--- src/rtl/traffic_pkg.sv ---
// Shared state encoding and round-robin slot picker for traffic_phase_ctrl.
// Slot vectors are sized for the largest legal configuration (8 phases + pedestrian).
package traffic_pkg;

    localparam int MAX_SLOTS = 9;
    localparam int SLOT_W    = 4;
    localparam int IDX_W     = SLOT_W + 1;

    typedef enum logic [2:0] {
        ST_IDLE   = 3'd0,
        ST_GREEN  = 3'd1,
        ST_YELLOW = 3'd2,
        ST_ALLRED = 3'd3,
        ST_WALK   = 3'd4,
        ST_CLEAR  = 3'd5
    } tl_state_e;

    typedef struct packed {
        logic              valid;
        logic [SLOT_W-1:0] slot;
    } rr_pick_t;

    // Scans start+1, start+2, ... circularly over nslots entries; start itself is
    // visited last. Iterating downwards lets the nearest hit overwrite the others.
    function automatic rr_pick_t rr_pick(
        input logic [MAX_SLOTS-1:0] req,
        input logic [SLOT_W-1:0]    start,
        input logic [SLOT_W-1:0]    nslots
    );
        rr_pick_t         res;
        logic [IDX_W-1:0] idx;
        res = '0;
        for (int i = MAX_SLOTS; i >= 1; i--) begin
            idx = {1'b0, start} + IDX_W'(i);
            if (idx >= {1'b0, nslots}) begin
                idx = idx - {1'b0, nslots};
            end
            if ((IDX_W'(i) <= {1'b0, nslots}) && req[idx[SLOT_W-1:0]]) begin
                res.valid = 1'b1;
                res.slot  = idx[SLOT_W-1:0];
            end
        end
        return res;
    endfunction

endpackage

--- src/rtl/phase_timer.sv ---
// Saturating up-counter of timebase ticks; the controller clears it on every
// state change so each phase starts counting from zero.
module phase_timer #(
    parameter int TIMER_W = 8
) (
    input  logic               clock,
    input  logic               reset_n,
    input  logic               clear,
    input  logic               tick,
    output logic [TIMER_W-1:0] count
);

    logic [TIMER_W-1:0] count_q;
    logic [TIMER_W-1:0] count_d;

    always_comb begin
        count_d = count_q;
        if (clear) begin
            count_d = '0;
        end else if (tick && (count_q != '1)) begin
            count_d = count_q + 1'b1;
        end
    end

    always_ff @(posedge clock) begin
        if (!reset_n) begin
            count_q <= '0;
        end else begin
            count_q <= count_d;
        end
    end

    assign count = count_q;

endmodule

--- src/rtl/traffic_phase_ctrl.sv ---
// N-phase intersection controller: round-robin over vehicle phases plus one
// latched pedestrian slot. Define TRAFFIC_ALLRED_EN to add an all-red interval.
//
// state  | meaning
// IDLE   | nothing requested, all red
// GREEN  | phase active_slot has right of way
// YELLOW | phase active_slot is ending
// ALLRED | all-red interval after YELLOW/CLEAR (TRAFFIC_ALLRED_EN only)
// WALK   | pedestrians may cross
// CLEAR  | pedestrian clearance, dont_walk flashing
module traffic_phase_ctrl
    import traffic_pkg::*;
#(
    parameter int NUM_PHASES  = 3,
    parameter int TIMER_W     = 8,
    parameter int GREEN_MIN   = 4,
    parameter int GREEN_MAX   = 10,
    parameter int YELLOW_TIME = 3,
    parameter int WALK_TIME   = 6,
    parameter int CLEAR_TIME  = 4,
    parameter int ALLRED_TIME = 2
) (
    input  logic                              clock,
    input  logic                              reset_n,
    input  logic                              tick,
    input  logic [NUM_PHASES-1:0]             car_req,
    input  logic                              ped_button,
    output logic [NUM_PHASES-1:0]             red,
    output logic [NUM_PHASES-1:0]             yellow,
    output logic [NUM_PHASES-1:0]             green,
    output logic                              walk,
    output logic                              dont_walk,
    output logic                              clearing,
    output logic                              ped_pending,
    output logic [$clog2(NUM_PHASES+1)-1:0]   active_slot
);

    localparam int SAW = $clog2(NUM_PHASES + 1);
    localparam logic [SAW-1:0] PED_SLOT = SAW'(NUM_PHASES);

    tl_state_e             state_q, state_d;
    logic [SAW-1:0]        slot_q, slot_d;
    logic                  ped_q, ped_d;
    logic [NUM_PHASES-1:0] red_q, yellow_q, green_q;
    logic [NUM_PHASES-1:0] red_d, yellow_d, green_d, sel_d;
    logic                  walk_q, dont_walk_q, clearing_q;
    logic                  walk_d, dont_walk_d, clearing_d;

    logic [TIMER_W-1:0]    timer;
    logic [MAX_SLOTS-1:0]  req;
    rr_pick_t              pick;
    logic                  go_pick;
    logic                  timer_clear;
    logic                  walk_entry;
    logic                  car_now;
    logic                  min_met, max_hit;
    logic                  yellow_done, walk_done, clear_done, allred_done;

    always_comb begin
        req = '0;
        req[NUM_PHASES:0] = {ped_q, car_req};
    end

    assign pick    = rr_pick(req, SLOT_W'(slot_q), SLOT_W'(NUM_PHASES + 1));
    assign car_now = req[SLOT_W'(slot_q)];

    assign min_met     = timer >= TIMER_W'(GREEN_MIN);
    assign max_hit     = tick && (timer == TIMER_W'(GREEN_MAX - 1));
    assign yellow_done = tick && (timer == TIMER_W'(YELLOW_TIME - 1));
    assign walk_done   = tick && (timer == TIMER_W'(WALK_TIME - 1));
    assign clear_done  = tick && (timer == TIMER_W'(CLEAR_TIME - 1));
    assign allred_done = tick && (timer == TIMER_W'(ALLRED_TIME - 1));

    always_comb begin
        state_d = state_q;
        slot_d  = slot_q;
        go_pick = 1'b0;
        case (state_q)
            ST_IDLE: begin
                go_pick = 1'b1;
            end
            ST_GREEN: begin
                if ((min_met && !car_now) || max_hit) begin
                    state_d = ST_YELLOW;
                end
            end
            ST_YELLOW: begin
                if (yellow_done) begin
`ifdef TRAFFIC_ALLRED_EN
                    state_d = ST_ALLRED;
`else
                    go_pick = 1'b1;
`endif
                end
            end
            // Unreachable without TRAFFIC_ALLRED_EN; still exits sensibly.
            ST_ALLRED: begin
                if (allred_done) begin
                    go_pick = 1'b1;
                end
            end
            ST_WALK: begin
                if (walk_done) begin
                    state_d = ST_CLEAR;
                end
            end
            ST_CLEAR: begin
                if (clear_done) begin
`ifdef TRAFFIC_ALLRED_EN
                    state_d = ST_ALLRED;
`else
                    go_pick = 1'b1;
`endif
                end
            end
            default: begin
                state_d = ST_IDLE;
                slot_d  = PED_SLOT;
            end
        endcase

        if (go_pick) begin
            if (!pick.valid) begin
                state_d = ST_IDLE;
                slot_d  = PED_SLOT;
            end else begin
                slot_d  = SAW'(pick.slot);
                state_d = (SAW'(pick.slot) == PED_SLOT) ? ST_WALK : ST_GREEN;
            end
        end
    end

    assign timer_clear = (state_d != state_q);
    assign walk_entry  = (state_d == ST_WALK) && (state_q != ST_WALK);
    // A press coinciding with WALK entry survives for the next pedestrian turn.
    assign ped_d       = ped_button | (ped_q & ~walk_entry);

    always_comb begin
        sel_d       = NUM_PHASES'(1) << slot_d;
        red_d       = '1;
        yellow_d    = '0;
        green_d     = '0;
        walk_d      = 1'b0;
        dont_walk_d = 1'b1;
        clearing_d  = 1'b0;
        case (state_d)
            ST_GREEN: begin
                green_d = sel_d;
                red_d   = ~sel_d;
            end
            ST_YELLOW: begin
                yellow_d = sel_d;
                red_d    = ~sel_d;
            end
            ST_WALK: begin
                walk_d      = 1'b1;
                dont_walk_d = 1'b0;
            end
            ST_CLEAR: begin
                clearing_d = 1'b1;
            end
            default: ;
        endcase
    end

    always_ff @(posedge clock) begin
        if (!reset_n) begin
            state_q     <= ST_IDLE;
            slot_q      <= PED_SLOT;
            ped_q       <= 1'b0;
            red_q       <= '1;
            yellow_q    <= '0;
            green_q     <= '0;
            walk_q      <= 1'b0;
            dont_walk_q <= 1'b1;
            clearing_q  <= 1'b0;
        end else begin
            state_q     <= state_d;
            slot_q      <= slot_d;
            ped_q       <= ped_d;
            red_q       <= red_d;
            yellow_q    <= yellow_d;
            green_q     <= green_d;
            walk_q      <= walk_d;
            dont_walk_q <= dont_walk_d;
            clearing_q  <= clearing_d;
        end
    end

    phase_timer #(
        .TIMER_W (TIMER_W)
    ) u_timer (
        .clock   (clock),
        .reset_n (reset_n),
        .clear   (timer_clear),
        .tick    (tick),
        .count   (timer)
    );

    assign red         = red_q;
    assign yellow      = yellow_q;
    assign green       = green_q;
    assign walk        = walk_q;
    assign dont_walk   = dont_walk_q;
    assign clearing    = clearing_q;
    assign ped_pending = ped_q;
    assign active_slot = slot_q;

endmodule

--- config.mk ---
export PLATFORM = sky130hd
export DESIGN_NAME = traffic_phase_ctrl
export DESIGN_NICKNAME = d
export VERILOG_FILES = /design/src/rtl/traffic_pkg.sv /design/src/rtl/phase_timer.sv /design/src/rtl/traffic_phase_ctrl.sv
export SDC_FILE = /design/constraint.sdc
export NUM_CORES = 1
export LEC_CHECK = 0
export ABC_CLOCK_PERIOD_IN_PS = 7300
export CORE_MARGIN = 2
export CORE_UTILIZATION = 50
export CTS_CLUSTER_DIAMETER = 200
export DETAILED_ROUTE_END_ITERATION = 8
export GPL_TIMING_DRIVEN = 0
export HOLD_SLACK_MARGIN = 0.06
export PLACE_DENSITY_LB_ADDON = 0.08
export REMOVE_ABC_BUFFERS = 1
export SYNTH_ARGS = -nofsm -noshare
export SYNTH_HDL_FRONTEND = slang
export SYNTH_HIERARCHICAL = 1
export SYNTH_SLANG_ARGS = --single-unit
--- constraint.sdc ---
create_clock -name clock -period 7.3 [get_ports clock]
set_input_delay 0.73 -clock clock [delete_from_list [all_inputs] [get_ports clock]]
set_output_delay 0.73 -clock clock [all_outputs]
set_load 0.02 [all_outputs]
=== Word-level counts from Yosys, hierarchy flattened ===
Index checks and enable logic that the tools add are counted.

* Register bits: 26
* Input bits: 7
* Output and inout bits: 15

* Equality and inequality tests: 18
* Muxes and demuxes: 34
* $lt $le $gt $ge: 10
* $add $sub $neg: 9
* Shifts and indexed selects: 1
* Bitwise gates (word level): 5
* Reductions and logical operators: 18

{| class="wikitable"
|+ Operator list
! kind !! number
|-
| $lt 4x5->1 const B || 4
|-
| $mux 5 || 4
|-
| $bmux 1 s4 || 4
|-
| $eq 8x2->1 const B || 2
|-
| $mux 4 || 4
|-
| $mux 3 || 5
|-
| $eq 3x3->1 const B || 4
|-
| $sub 3x3->4 const B || 3
|-
| $mux 1 || 11
|-
| $eq 3x2->1 const B || 3
|-
| $ge 3x3->1 const B || 3
|-
| $pmux 3 s3 || 1
|-
| $add 8x1->8 const B || 1
|-
| $eq 8x1->1 const B || 1
|-
| $eq 8x3->1 const B || 1
|-
| $eq 8x4->1 const B || 1
|-
| $ge 8x3->1 const B || 1
|-
| $logic_and 1x1->1 || 8
|-
| $ne 8x8->1 const B || 1
|-
| $add 2x2->3 const B || 2
|-
| $eq 3x1->1 const B || 2
|-
| $mux 2 || 3
|-
| $reduce_and 2->1 || 3
|-
| $reduce_or 6->1 || 1
|-
| 20 further kinds || 22
|}

=== Depth between registers and ports, before layout ===
* Depth after elaboration: 18
* Mapped depth: 13
* Gate-level depth less buffers: 12

=== By module ===
The synthesis kept the hierarchy.

{| class="wikitable"
|+ By module, submodules not included
! module !! times used !! cells each !! area each (um^2)
|-
| traffic_phase_ctrl || 1 || 132 || 1208.7
|-
| phase_timer || 1 || 46 || 421.7
|}

=== Worst setup path before layout ===
Ideal clock, no wire load.

* Path kind: reg2reg
* Start: reg slot_q[0], in the netlist active_slot[0]
* End: reg u_timer.count_q[3], in the netlist u_timer/count[3]
* Period minus slack after synthesis: 3.429 ns
* Stages on the path, launching flop included: 14
* Arrival: 3.359 ns
* Setup slack: 3.871 ns
* Path through: dfxtp_1 -> buf_6 -> inv_1 -> ha_1 -> a21bo_2 -> o2bb2ai_1 -> a311oi_2 -> mux2i_1 -> and3_2 -> o21ai_0 -> or4_1 -> nor2b_1 -> o21ai_0 -> a21oi_1

* Word-level cells in the longest chain between the ends: 15
* Elaborated cells between the ends (all ways): 41

{| class="wikitable"
|+ RTL lines
! element !! line !! RTL
|-
| from (decl) || traffic_phase_ctrl.sv:42 || <nowiki>logic [SAW-1:0] slot_q, slot_d;</nowiki>
|-
| from (signal assigned) || traffic_phase_ctrl.sv:179 || <nowiki>slot_q <= slot_d;</nowiki>
|-
| $add 2x3->4 || traffic_pkg.sv:34 || <nowiki>idx = {1'b0, start} + IDX_W'(i);</nowiki>
|-
| $sub 4x3->4 / $ge 4x3->1 (equally long branches) || traffic_pkg.sv:36, traffic_pkg.sv:35 ||
|-
| $mux 4 || traffic_pkg.sv:35 || <nowiki>if (idx >= {1'b0, nslots}) begin</nowiki>
|-
| $bmux 1 s4 || traffic_pkg.sv:38 || <nowiki>if ((IDX_W'(i) <= {1'b0, nslots}) && req[idx[SLOT_W-1:0]]) begin</nowiki>
|-
| $mux 1 (implied by the code) || traffic_pkg.sv:38 ||
|-
| $mux 5 (4 in a row) || traffic_pkg.sv:38 ||
|-
| $eq 2x2->1 || traffic_phase_ctrl.sv:128 || <nowiki>state_d = (SAW'(pick.slot) == PED_SLOT) ? ST_WALK : ST_GREEN;</nowiki>
|-
| $mux 3 || traffic_phase_ctrl.sv:128 ||
|-
| $mux 3 || traffic_phase_ctrl.sv:123 || <nowiki>if (!pick.valid) begin</nowiki>
|-
| $mux 3 (*) || traffic_phase_ctrl.sv:122 || <nowiki>if (go_pick) begin</nowiki>
|-
| $ne 3x3->1 (*) || traffic_phase_ctrl.sv:133 || <nowiki>assign timer_clear = (state_d != state_q);</nowiki>
|-
| named net timer_clear || traffic_phase_ctrl.sv:53 || <nowiki>logic timer_clear;</nowiki>
|-
| $reduce_or 2->1 (no source line) (*) || - ||
|-
| to (signal assigned) || phase_timer.sv:29 || <nowiki>count_q <= count_d;</nowiki>
|-
| to (decl) || phase_timer.sv:13 || <nowiki>logic [TIMER_W-1:0] count_q;</nowiki>
|}

The timed path passes the listed nets; every way through them passes the cells marked *. The select of a mux whose other input is x is not followed.
A chain may end at the register's enable or synchronous reset.

=== Worst setup path in the final report ===
Same ends and word-level chain as after synthesis.

==> summary.txt <==
Critical path
  – Critical-path cell list: inv_1 -> ha_1 -> a21bo_2 -> o2bb2ai_1 -> a311oi_2 -> mux2i_1 -> a21boi_0 -> nor3_1 -> or4_1 -> nor2b_1 -> o21ai_0 -> a21oi_1
  – R2R cell count: 12
  – Critical path start-end classification: register to register
  – Launch instance of the worst register-to-register path: active_slot[0]
  – Critical Path RT: 7.58 ns
  – Cell with the largest stage delay on the worst path: sky130_fd_sc_hd__dfxtp_1
  – Worst reg2reg endpoint: u_timer/count[3]
  – Delay of the slowest cell on the worst path: 0.70 ns
  – Crit path max fanout: 14
  – Critical Path Start Type: register
  – Crit. Startpoint: active_slot[0]
  – Worst setup EP type: register
  – Worst R2R Setup Slack: 3.22 ns
  – Crit path arrival time: 4.36 ns

Layout
  – Ant. Diodes: 0
  – Fraction of final layout cells sized beyond drive strength 1: 13.1%
  – Fill cell total of the finished layout: 276
  – P&R area growth vs syn: 16.5%
  – Footprint of the multi-input gates: 1030 µm²
  – Layout Nets: 213
  – Post-layout instance count excluding filler cells: 243
  – Flip-flop and latch area: 520 µm²

Synth
  – Share of flip-flops with an asynchronous set or reset after synthesis: 0%
  – Average cell area after synthesis: 9.16 µm²
  – Cells after Synth: 178
  – Sequential cell area fraction in the yosys report: 31.9%
  – Number of enable-type register cells in the synthesized netlist: 0
  – Number of distinct library cells after synthesis: 65
  – Yosys reg bits: 26
  – Yosys synthesis warning count: 6
  – Commonest register cell after synthesis: sky130_fd_sc_hd__dfxtp_1
  – Cell area after synthesis: 1630 µm²

Floorplanning
  – Overall die width: 61.1 µm
  – Area of the placeable core: 3080 µm²
  – Site Rows: 20
  – Die area: 3730 µm²
  – Effective utilization at floorplan: 53.0%
  – Num ports: 22
  – Y dimension of the die: 61.1 µm

Routing
  – Detailed-route wire length per cell: 14.7 µm
  – Via count: 1431
  – Final routed wirelength across all metal layers: 3580 µm
  – Post-detailed-route DRC marker count: 0
  – Number of nets with antenna violations after detailed routing: 0
  – First-pass iteration count of the detailed router: 4
  – Iteration-0 DRC Markers: 68
  – Average via count per standard cell: 5.89

Timing
  – Normalized max-slew margin: 58.3%
  – Endpoints failing setup: 0
  – Slew at the pin with the worst max-slew slack: 0.625 ns
  – Final TNS setup: 0 ns
  – Setup repair after global routing missed its margin: no
  – Time the final worst path needs with I/O delays and setup: 4.08 ns
  – Final Max Slew Viols: 0
  – Final period util: 55.9%
  – Hold Vio Cnt, Final: 0
  – Fmax: 245 MHz
  – Worst Clk Skew: 0.00860 ns
  – Smallest hold slack: 0.557 ns

Clock tree
  – Total clock buffers created by CTS: 3
  – CTS Root Cell: sky130_fd_sc_hd__clkbuf_4
  – Clock Pin Slew Worst Setup and Hold Paths: 0.16 ns
  – Post-CTS Setup Repair Bufs: 0
  – TritonCTS clock tree: built
  – Clock Tree Buf Depth: 2
  – CTS Hold Bufs: 0
  – Number of resized instances in the post-cts repair step: 0
  – H-tree lvl count: 1
  – Clk sinks: 26
  – Latest clock arrival within the worst-skew pair: 0.33 ns

Worst hold path
  – Startpoint of the lowest-slack hold path: u_timer/count[5]
  – Sink of the worst hold path: u_timer/count[5]
  – Worst min-delay path category: register to register
  – Worst hold stages: 2

Flow run
  – Reported max-cap violation count: 0

Power and ir drop
  – Reported leakage power: 0.778 nW
  – Ratio of total power to cell area: 378 nW/µm²
  – Power, Total: 0.000718 W
  – Worst vdd rail ir drop: 0.211 mV

Global routing
  – Number of antenna violations at the first check in global routing: 0
  – Overall overflow remaining after global route: 0
  – Number of global-route vias before repair: 1380
  – All-layer global routing usage: 21.1%
  – Largest net degree at the start of global routing: 16
  – First-pass GRT wire length: 6010 µm

Placement
  – Routability-driven placement congestion ratio: 0.824
  – IO Port Bufs: 21
  – HPWL after detailed placement: 2700 µm
  – Number of placed instances with taps included: 239

Run status
  – Status: finished clean
==> final cells by class <==
| cell class | count | area share [%] |
|---|---|---|
| Tap cell | 44 | 2.90 |
| Sequential cell | 26 | 27.4 |
| Timing Repair Buffer | 21 | 11.1 |
| Clock buffer | 3 | 1.19 |
| Inverter | 8 | 1.58 |
| Multi-Input combinational cell | 140 | 54.3 |
| Clock inverter | 1 | 1.58 |
==> power breakdown <==
group / switching [W] / leakage (nW) / internal (W)
Combinational: 0.000225 / 0.539 / 0.000186
Clock: 0.0000472 / 0.0279 / 0.0000555
Sequential: 0.0000340 / 0.212 / 0.000169
==> cell families (layout without fill, tap and decap cells) <==
kind of cell    count (synthesis)  count (layout)  share of synthesized area [%]
flops                          26              26                           31.9
buf+inv                        12              33                           4.83
fa+ha+maj                       6               6                           4.60
compound gates                 51              51                           24.1
mux                             9               9                           6.91
xor+xnor                        1               1                          0.537
simple gates                   73              73                           27.1
==> placed cells by master (no fill, tap or decap), types with 2 or more instances in the layout <==
cell type                         count
sky130_fd_sc_hd__a21oi_1             10
sky130_fd_sc_hd__nand2_1             11
sky130_fd_sc_hd__nor2_1               7
sky130_fd_sc_hd__a311oi_1             2
sky130_fd_sc_hd__o221ai_1             2
sky130_fd_sc_hd__ha_1                 6
sky130_fd_sc_hd__nor4_1               2
sky130_fd_sc_hd__o21bai_1             3
sky130_fd_sc_hd__dfxtp_1             26
sky130_fd_sc_hd__clkbuf_4             3
sky130_fd_sc_hd__a31oi_1              3
sky130_fd_sc_hd__or4_1                2
sky130_fd_sc_hd__and4_1               4
sky130_fd_sc_hd__nand4_1              2
sky130_fd_sc_hd__nand2b_1             7
sky130_fd_sc_hd__nor3_1              11
sky130_fd_sc_hd__a211oi_1             2
sky130_fd_sc_hd__nand3_1              3
sky130_fd_sc_hd__nor3b_1              2
sky130_fd_sc_hd__nor2b_1              7
sky130_fd_sc_hd__o21ai_0              7
sky130_fd_sc_hd__mux2i_1              6
sky130_fd_sc_hd__clkdlybuf4s50_1     21
sky130_fd_sc_hd__inv_1                8
==> per-layer routing <==
| layer | track usage [%] | part of all wire (%) |
|---|---|---|
| met1 | 26.4 | 44 |
| met2 | 35.6 | 49 |
| met3 | 4.62 | 5.3 |
| met4 | 7.45 | 1.5 |
| met5 | 0 | 0 |
==> critical path, delay by kind of cell, from the launching register on <==
kind / cells / cell delay, ns
AOI/OAI and AO/OA: 6 / 1.55
adders and majority gates: 1 / 0.41
buffers and inverters: 1 / 0.14
DFF: 1 / 0.70
muxes: 1 / 0.22
and+or+nand+nor: 3 / 0.99
==> state kept, by name, indices dropped and copies added, names as in the netlist <==
name,flops
yellow,3
dont_walk,1
red,3
clearing,1
state_q,3
ped_pending,1
walk,1
active_slot,2
green,3
u_timer/count,8
==> worst max-delay path by stage <==
| stage | to | cells past startpoint |
|---|---|---|
| floorplan | u_timer/count[3] | 12 |
| global placement | u_timer/count[3] | 11 |
| detailed placement | u_timer/count[3] | 11 |
| CTS | u_timer/count[3] | 12 |
| global route | u_timer/count[3] | 12 |
| finish | u_timer/count[3] | 12 |
==> synth_stat cells, types with 4 or more instances <==
| cell | number | share of area, % |
|---|---|---|
| sky130_fd_sc_hd__nand2b_1 | 7 | 2.7 |
| sky130_fd_sc_hd__o21ai_0 | 7 | 2.1 |
| sky130_fd_sc_hd__and4_1 | 4 | 2.1 |
| sky130_fd_sc_hd__nor2_1 | 7 | 1.6 |
| sky130_fd_sc_hd__a21oi_1 | 10 | 3.1 |
| sky130_fd_sc_hd__inv_1 | 8 | 1.8 |
| sky130_fd_sc_hd__mux2i_1 | 6 | 3.7 |
| sky130_fd_sc_hd__nor3_1 | 11 | 3.4 |
| sky130_fd_sc_hd__nor2b_1 | 7 | 2.7 |
| sky130_fd_sc_hd__ha_1 | 6 | 4.6 |
| sky130_fd_sc_hd__nand2_1 | 11 | 2.5 |
| sky130_fd_sc_hd__dfxtp_1 | 26 | 32 |
==> through the flow <==
| step | setup slack [ns] | instance area [µm²] | utilization, % |
|---|---|---|---|
| final | 3.22 | 1900 | 61.7 |
| after detailed placement | 3.04 | 1850 | 60.0 |
| after floorplan | 3.78 | 1580 | - |
| after global placement | 3.17 | 1850 | 60.0 |
| after CTS | 3.28 | 1900 | 61.7 |
| after global routing | 2.88 | 1900 | 61.7 |
No activity file was read; power rests on OpenSTA's default activity.
